**src/rtl/load_store_unit_pkg.sv**
```systemverilog
// Shared definitions for the load/store unit: RV32I load/store func3
// encodings, data width and FSM state codes.
package load_store_unit_pkg;

    localparam int XLEN = 32;

    localparam logic [2:0] F3_B  = 3'b000;
    localparam logic [2:0] F3_H  = 3'b001;
    localparam logic [2:0] F3_W  = 3'b010;
    localparam logic [2:0] F3_BU = 3'b100;
    localparam logic [2:0] F3_HU = 3'b101;

    typedef enum logic [1:0] {
        S_IDLE   = 2'd0,
        S_ACCESS = 2'd1,
        S_WAIT   = 2'd2,
        S_RESP   = 2'd3
    } lsu_state_e;

    // True when func3 names a defined access for the given direction.
    function automatic logic f3_legal(input logic write, input logic [2:0] f3);
        if (write)
            return (f3 == F3_B) || (f3 == F3_H) || (f3 == F3_W);
        else
            return (f3 == F3_B) || (f3 == F3_H) || (f3 == F3_W) ||
                   (f3 == F3_BU) || (f3 == F3_HU);
    endfunction

endpackage

```
**src/rtl/load_store_unit_load_extend.sv**
```systemverilog
// Load lane extraction: picks the byte/half at the given offset from the
// BRAM word and sign- or zero-extends it according to func3.
module load_extend
    import load_store_unit_pkg::*;
(
    input  logic [2:0]      func3,
    input  logic [1:0]      off,
    input  logic [XLEN-1:0] word,
    output logic [XLEN-1:0] data
);

    logic [7:0]  lane_b;
    logic [15:0] lane_h;

    // Select the addressed lane, then extend it to the full register width.
    always_comb begin
        lane_b = 8'h00;
        case (off)
            2'd0: lane_b = word[7:0];
            2'd1: lane_b = word[15:8];
            2'd2: lane_b = word[23:16];
            2'd3: lane_b = word[31:24];
            default: lane_b = 8'h00;
        endcase
        lane_h = off[1] ? word[31:16] : word[15:0];
        case (func3)
            F3_B:    data = {{24{lane_b[7]}}, lane_b};
            F3_BU:   data = {24'h000000, lane_b};
            F3_H:    data = {{16{lane_h[15]}}, lane_h};
            F3_HU:   data = {16'h0000, lane_h};
            default: data = word;
        endcase
    end

endmodule

```
**src/rtl/load_store_unit.sv**
```systemverilog
// RV32I load/store unit in front of a bram32 data port.
// Optional macro LSU_MISALIGN_TRAP_EN: misaligned half/word accesses are
// reported as errors instead of being silently aligned down.
module load_store_unit
    import load_store_unit_pkg::*;
#(
    parameter int ADDR_WIDTH = 10,
    parameter int RD_LATENCY = 1
) (
    input  logic                  clk,
    input  logic                  rst,
    input  logic                  req_valid,
    output logic                  req_ready,
    input  logic                  req_write,
    input  logic [2:0]            req_func3,
    input  logic [ADDR_WIDTH-1:0] req_addr,
    input  logic [XLEN-1:0]       req_wdata,
    output logic                  resp_valid,
    output logic [XLEN-1:0]       resp_rdata,
    output logic                  resp_err,
    output logic                  stall,
    output logic [ADDR_WIDTH-1:0] mem_addr,
    output logic                  mem_r_enb,
    output logic                  mem_w_enb,
    output logic [3:0]            mem_w_be,
    output logic [XLEN-1:0]       mem_w_dat,
    input  logic [XLEN-1:0]       mem_r_dat
);

    localparam logic [1:0] CNT_INIT = 2'(RD_LATENCY - 1);

    lsu_state_e            state_q, state_d;
    logic                  write_q;
    logic [2:0]            func3_q;
    logic [ADDR_WIDTH-1:0] addr_q;
    logic [XLEN-1:0]       wdata_q;
    logic                  err_q;
    logic [1:0]            cnt_q;
    logic [XLEN-1:0]       rdata_q;
    logic [XLEN-1:0]       ext_data;
    logic [ADDR_WIDTH-1:0] addr_fix;
    logic                  req_err;

    // Classify the incoming request and normalise its address.
    always_comb begin
        addr_fix = req_addr;
        req_err  = !f3_legal(req_write, req_func3);
`ifdef LSU_MISALIGN_TRAP_EN
        if ((req_func3[1:0] == 2'b01 && req_addr[0]) ||
            (req_func3[1:0] == 2'b10 && req_addr[1:0] != 2'b00))
            req_err = 1'b1;
`else
        if (req_func3[1:0] == 2'b01)
            addr_fix[0] = 1'b0;
        else if (req_func3[1:0] == 2'b10)
            addr_fix[1:0] = 2'b00;
`endif
    end

    // FSM state register.
    always_ff @(posedge clk) begin
        if (!rst) state_q <= S_IDLE;
        else      state_q <= state_d;
    end

    // FSM next-state logic.
    always_comb begin
        state_d = state_q;
        case (state_q)
            S_IDLE:   if (req_valid) state_d = req_err ? S_RESP : S_ACCESS;
            S_ACCESS: state_d = write_q ? S_RESP : S_WAIT;
            S_WAIT:   if (cnt_q == 2'd0) state_d = S_RESP;
            S_RESP:   state_d = S_IDLE;
            default:  state_d = S_IDLE;
        endcase
    end

    // Request capture, read-latency counter and load data register.
    always_ff @(posedge clk) begin
        if (!rst) begin
            write_q <= 1'b0;
            func3_q <= '0;
            addr_q  <= '0;
            wdata_q <= '0;
            err_q   <= 1'b0;
            cnt_q   <= '0;
            rdata_q <= '0;
        end else begin
            case (state_q)
                S_IDLE: if (req_valid) begin
                    write_q <= req_write;
                    func3_q <= req_func3;
                    addr_q  <= addr_fix;
                    wdata_q <= req_wdata;
                    err_q   <= req_err;
                    rdata_q <= '0;
                end
                S_ACCESS: cnt_q <= CNT_INIT;
                S_WAIT: begin
                    if (cnt_q == 2'd0) rdata_q <= ext_data;
                    else               cnt_q   <= cnt_q - 2'd1;
                end
                default: ;
            endcase
        end
    end

    load_extend u_load_extend (
        .func3 (func3_q),
        .off   (addr_q[1:0]),
        .word  (mem_r_dat),
        .data  (ext_data)
    );

    // Handshake, response and BRAM strobe outputs decoded from state.
    always_comb begin
        req_ready  = (state_q == S_IDLE);
        stall      = (state_q == S_IDLE && req_valid) ||
                     (state_q == S_ACCESS) || (state_q == S_WAIT);
        resp_valid = (state_q == S_RESP);
        resp_err   = (state_q == S_RESP) && err_q;
        resp_rdata = (state_q == S_RESP) ? rdata_q : '0;
        mem_addr   = {addr_q[ADDR_WIDTH-1:2], 2'b00};
        mem_r_enb  = (state_q == S_ACCESS) && !write_q;
        mem_w_enb  = (state_q == S_ACCESS) && write_q;
        mem_w_be   = 4'b0000;
        mem_w_dat  = '0;
        if (mem_w_enb) begin
            case (func3_q[1:0])
                2'b00: begin
                    mem_w_be  = 4'b0001 << addr_q[1:0];
                    mem_w_dat = {4{wdata_q[7:0]}};
                end
                2'b01: begin
                    mem_w_be  = 4'b0011 << addr_q[1:0];
                    mem_w_dat = {2{wdata_q[15:0]}};
                end
                default: begin
                    mem_w_be  = 4'b1111;
                    mem_w_dat = wdata_q;
                end
            endcase
        end
    end

endmodule

```
**config.mk**
```make
export PLATFORM = sky130hd
export DESIGN_NAME = load_store_unit
export DESIGN_NICKNAME = d
export VERILOG_FILES = /design/src/rtl/load_store_unit_pkg.sv /design/src/rtl/load_store_unit_load_extend.sv /design/src/rtl/load_store_unit.sv
export SDC_FILE = /design/constraint.sdc
export NUM_CORES = 1
export LEC_CHECK = 0
export BUFFER_PORTS_ARGS = -buffer_cell sky130_fd_sc_hd__buf_2
export CORE_MARGIN = 5
export CORE_UTILIZATION = 50
export DETAILED_ROUTE_END_ITERATION = 10
export PLACE_DENSITY = 0.88
export SLEW_MARGIN = 25
export SYNTH_ARGS = -nofsm -noshare
export SYNTH_HDL_FRONTEND = slang
export SYNTH_HIERARCHICAL = 1
export SYNTH_SLANG_ARGS = --single-unit
```
**constraint.sdc**
```tcl
create_clock -name clk -period 2.3 [get_ports clk]
set_input_delay 0.23 -clock clk [delete_from_list [all_inputs] [get_ports clk]]
set_output_delay 0.23 -clock clk [all_outputs]
set_load 0.005 [all_outputs]
```
==> run summary <==
The synthesized-area fraction occupied by and/or/nand/nor cells is 0.242. The reported leakage power came out at 2.62 nW. The average wire per standard cell came out at 15.9 um. The source-to-sink clock delay at the later pin of the worst-skew pair came out at 0.35 ns. For this configuration, the core starts out at a cell density of 0.513. For this block, the routed nets add up to 13100 um of wire. During I/O placement, the number of pins put on the boundary was 165. The run finished with clean final reports.

The number of sinks driven by the clock tree is 83. The highest cell delay on the worst timing path came out at 0.36 ns. The final standard cell area without fillers came out at 0.00548 mm2. Post-CTS timing repair inserted 0 buffers for setup. In this run the critical register-to-register path is captured at rdata_q[23]$_SDFFE_PN0P_.

The relative area change from synthesis to final layout came out at 22.3%. The number of design rule violations left after detail routing is 0. Of the total synthesized cell area, the portion taken by full adders, half adders and majority gates is 0.0168. The count of cells in the finished layout, fillers not included, comes to 824. Across every metal layer, demand over resource in global routing totals 0.229. The worst setup path is captured at an output port. The count of endpoints failing hold in the final timing report is 0. The row count came out at 34. The compound-gate portion of the synthesized area came out at 0.251. At the pin with the least slew margin, the transition time is 0.727 ns. The max-cap violation count came out at 0. The total half-perimeter wirelength after legalization and detailed placement came out at 9760 um. The total power density per cell area came out at 883 mW/mm2. Of the post-synthesis cell area, the part taken by muxes is 0.0453.

Derived from the worst setup path, the maximum achievable clock frequency is 0.460 GHz. IR analysis of the VDD net gives a maximum drop of 575 uV. The library cells used most frequently in the layout, excluding fill and tap cells, are sky130_fd_sc_hd__buf_2, sky130_fd_sc_hd__nand2_1, sky130_fd_sc_hd__dfxtp_1. The x dimension of the die is 105 um. The critical-path cell with the highest stage delay is sky130_fd_sc_hd__ha_1. The smallest clock period supported by the final layout is computed as 2.17 ns. The deepest clock path buffer count came out at 2. TritonCTS built the clock tree. Setup repair after global routing left no endpoint under its margin.

Of the total synthesized cell area, the portion taken by XOR and XNOR cells is 0. The final route contains 4644 vias. The clock input transition at the sequential cells of the worst setup and hold paths came out at 0.10 ns. The warning count from the yosys run came out at 6.

In this run, placement finished with an instance count of 808. For the final database, setup skew stands at 0.0119 ns. A synthesized cell averages 7.72 um2. The post-CTS resize count is 0. Routability-driven placement finished with a final weighted congestion of 0.925. Setup total negative slack on the finished layout was measured at 0 ns. By startpoint and endpoint, the worst setup path is classified as flop to output port. The number of fill cells came out at 752.

The startpoint identified for the worst hold timing path is req_wdata[23]. The final-report max-slew violation count is 0. In the synthesized netlist the dominant register cell turns out to be sky130_fd_sc_hd__dfxtp_1. Data on the critical path arrives at its endpoint at 1.94 ns. The post-synthesis cell type count is 45. The placed instances occupy a cell area of 0.00527 mm2.

The average via count per standard cell is 5.64. The wire length of the first global-routing pass is 21200 um. STA puts the critical path data required time at 2.07 ns. In this run the critical register-to-register path is launched from addr_q[1]$_SDFFE_PN0P_.

The clock buffer count from CTS is 9. Buffers placed on the I/O ports in this run total 162. The main combinational cell family by area after synthesis is compound AO/OA/AOI/OAI gates. The leftover overflow at the end of global routing is 0. The die outline height is 105 um. The critical path goes through inv_1 > ha_1 > nand2_1 > buf_4 > a31oi_1 > buf_2. The setup slack of the most critical reg-to-reg path is 0.30 ns. The number of cells traversed by the worst hold path came out at 3. The number of nets at the end of the flow came out at 798. The count of routing violations after the opening detailed-route iteration came out at 307.

The area of the die is 0.0109 mm2. The worst slew margin relative to its limit came out at 0.514. In the finished design, the share of the clock period the worst path needs comes to 0.944. The number of antenna repair diodes is 0. The number of iterations in the first detailed-routing pass is 5. The maximum level of the CTS H-tree came out at 3. The end of the worst hold path is wdata_q[23]$_SDFFE_PN0P_. The maximum fanout along the worst path is 21.

The number of synthesized register bits came out at 83. The area of the core came out at 0.00872 mm2. The share of flip-flops with an asynchronous set or reset is 0.

CTS placed an instance of sky130_fd_sc_hd__clkbuf_8 at the clock tree root. The path class of the tightest hold or removal check is input pin to flop. The count of nets left with antenna violations after detail routing is 0. The initial antenna violation count is 0. The worst setup path is launched from a flop. The number of instances in the synthesized netlist came out at 580. Counting flops with a built-in enable in the synthesized netlist gives 0.

Entering global routing, the biggest net connects 46 pins. The synthesized area is 0.00448 mm2. The number of cells traversed by the worst register-to-register path came out at 6. In this run, post-CTS hold repair placed 0 buffers. Setup violations remaining at the end of the flow were counted as 0.

The proportion of layout cells with a drive suffix above 1 is 0.281. The via count of the first global-routing pass came to 4406. The library cell used most frequently in the layout, excluding fill and tap cells, is sky130_fd_sc_hd__buf_2.

Of the synthesized area, sequential elements account for 0.371.
==> cells by family after synthesis <==
family / count (synthesis)
and+or+nand+nor: 239
AOI/OAI and AO/OA: 167
DFF: 83
buffers and inverters: 66
muxes: 18
adders and majority gates: 6
other: 1
==> area by class of cell <==
type	count	area, um2	share of cell area
Clock buffer	10	138	0.0251
Clock inverter	6	71.3	0.0130
Inverter	10	37.5	0.00686
Multi-Input combinational cell	432	2500	0.456
Sequential cell	83	1660	0.304
Tap cell	108	135	0.0247
Timing Repair Buffer	175	933	0.170
==> critical path, delay by kind of cell (launching register included) <==
kind	cells	cell delay, ns
buffers and inverters	3	0.51
adders and majority gates	1	0.36
DFF	1	0.35
AOI/OAI and AO/OA	1	0.25
and+or+nand+nor	1	0.12
==> worst max path at each step <==
stage	start	end	slack, ns	cells after the start
finish	state_q[1]$_SDFFE_PN0P_	mem_w_be[2]	0.13	6
global route	state_q[1]$_SDFFE_PN0P_	mem_w_be[2]	0.02	6
CTS	state_q[1]$_SDFFE_PN0P_	mem_w_be[2]	0.15	6
detailed placement	addr_q[1]$_SDFFE_PN0P_	rdata_q[22]$_SDFFE_PN0P_	0.32	6
global placement	state_q[0]$_SDFFE_PN0P_	rdata_q[22]$_SDFFE_PN0P_	0.24	5
floorplan	addr_q[1]$_SDFFE_PN0P_	rdata_q[10]$_SDFFE_PN0P_	0.43	5
==> metal layers <==
metal,global-route usage,part of all wire,up-vias
met3,0.0567,0.089,28
met4,0.0785,0.022,0
met1,0.292,0.40,2167
met5,0,0,-
li1,-,-,2230
met2,0.381,0.48,219
==> power by group <==
group,internal [mW],switching [mW],total [mW]
clock network,0.543,0.569,1.11
logic,0.753,1.07,1.83
registers,1.69,0.206,1.89
==> sequential cells by signal (all words and copies together), names as in the netlist <==
register	count
func3_q	3
write_q	1
wdata_q	32
addr_q	10
rdata_q	32
state_q	2
err_q	1
cnt_q	2
==> through the flow <==
stage          utilization  total power [mW]  hold slack, ns  setup slack, ns
6_report             0.628              4.83          0.0982            0.128
5_1_grt              0.628              5.14          0.0951           0.0204
4_1_cts              0.628              4.83          0.0900            0.151
3_5_place_dp         0.604              3.73           0.448            0.320
3_3_place_gp         0.603              3.64           0.439            0.242
2_1_floorplan            -              3.26           0.366            0.433
==> synth_stat cells (2+ instances only) <==
master,count,share of area
sky130_fd_sc_hd__inv_1,8,0.0067
sky130_fd_sc_hd__buf_4,10,0.017
sky130_fd_sc_hd__inv_2,2,0.0017
sky130_fd_sc_hd__clkbuf_1,29,0.024
sky130_fd_sc_hd__a221o_1,8,0.018
sky130_fd_sc_hd__a21o_1,17,0.028
sky130_fd_sc_hd__mux2_1,8,0.020
sky130_fd_sc_hd__nand3_1,3,0.0034
sky130_fd_sc_hd__a31oi_1,2,0.0028
sky130_fd_sc_hd__nand2b_1,10,0.014
sky130_fd_sc_hd__o21ai_0,8,0.0089
sky130_fd_sc_hd__mux2i_1,9,0.020
sky130_fd_sc_hd__nor2_1,21,0.018
sky130_fd_sc_hd__buf_2,12,0.013
sky130_fd_sc_hd__a22oi_1,7,0.012
sky130_fd_sc_hd__buf_6,4,0.010
sky130_fd_sc_hd__ha_1,6,0.017
sky130_fd_sc_hd__a21oi_1,69,0.077
sky130_fd_sc_hd__nand2_1,152,0.13
sky130_fd_sc_hd__a22o_1,32,0.063
sky130_fd_sc_hd__nor2b_1,4,0.0056
sky130_fd_sc_hd__o21bai_1,2,0.0034
sky130_fd_sc_hd__o21ai_1,12,0.013
sky130_fd_sc_hd__and3_1,8,0.011
sky130_fd_sc_hd__nor2b_4,2,0.0061
sky130_fd_sc_hd__dfxtp_1,83,0.37
sky130_fd_sc_hd__and2_1,34,0.047
No activity file was read; power rests on OpenSTA's default activity.
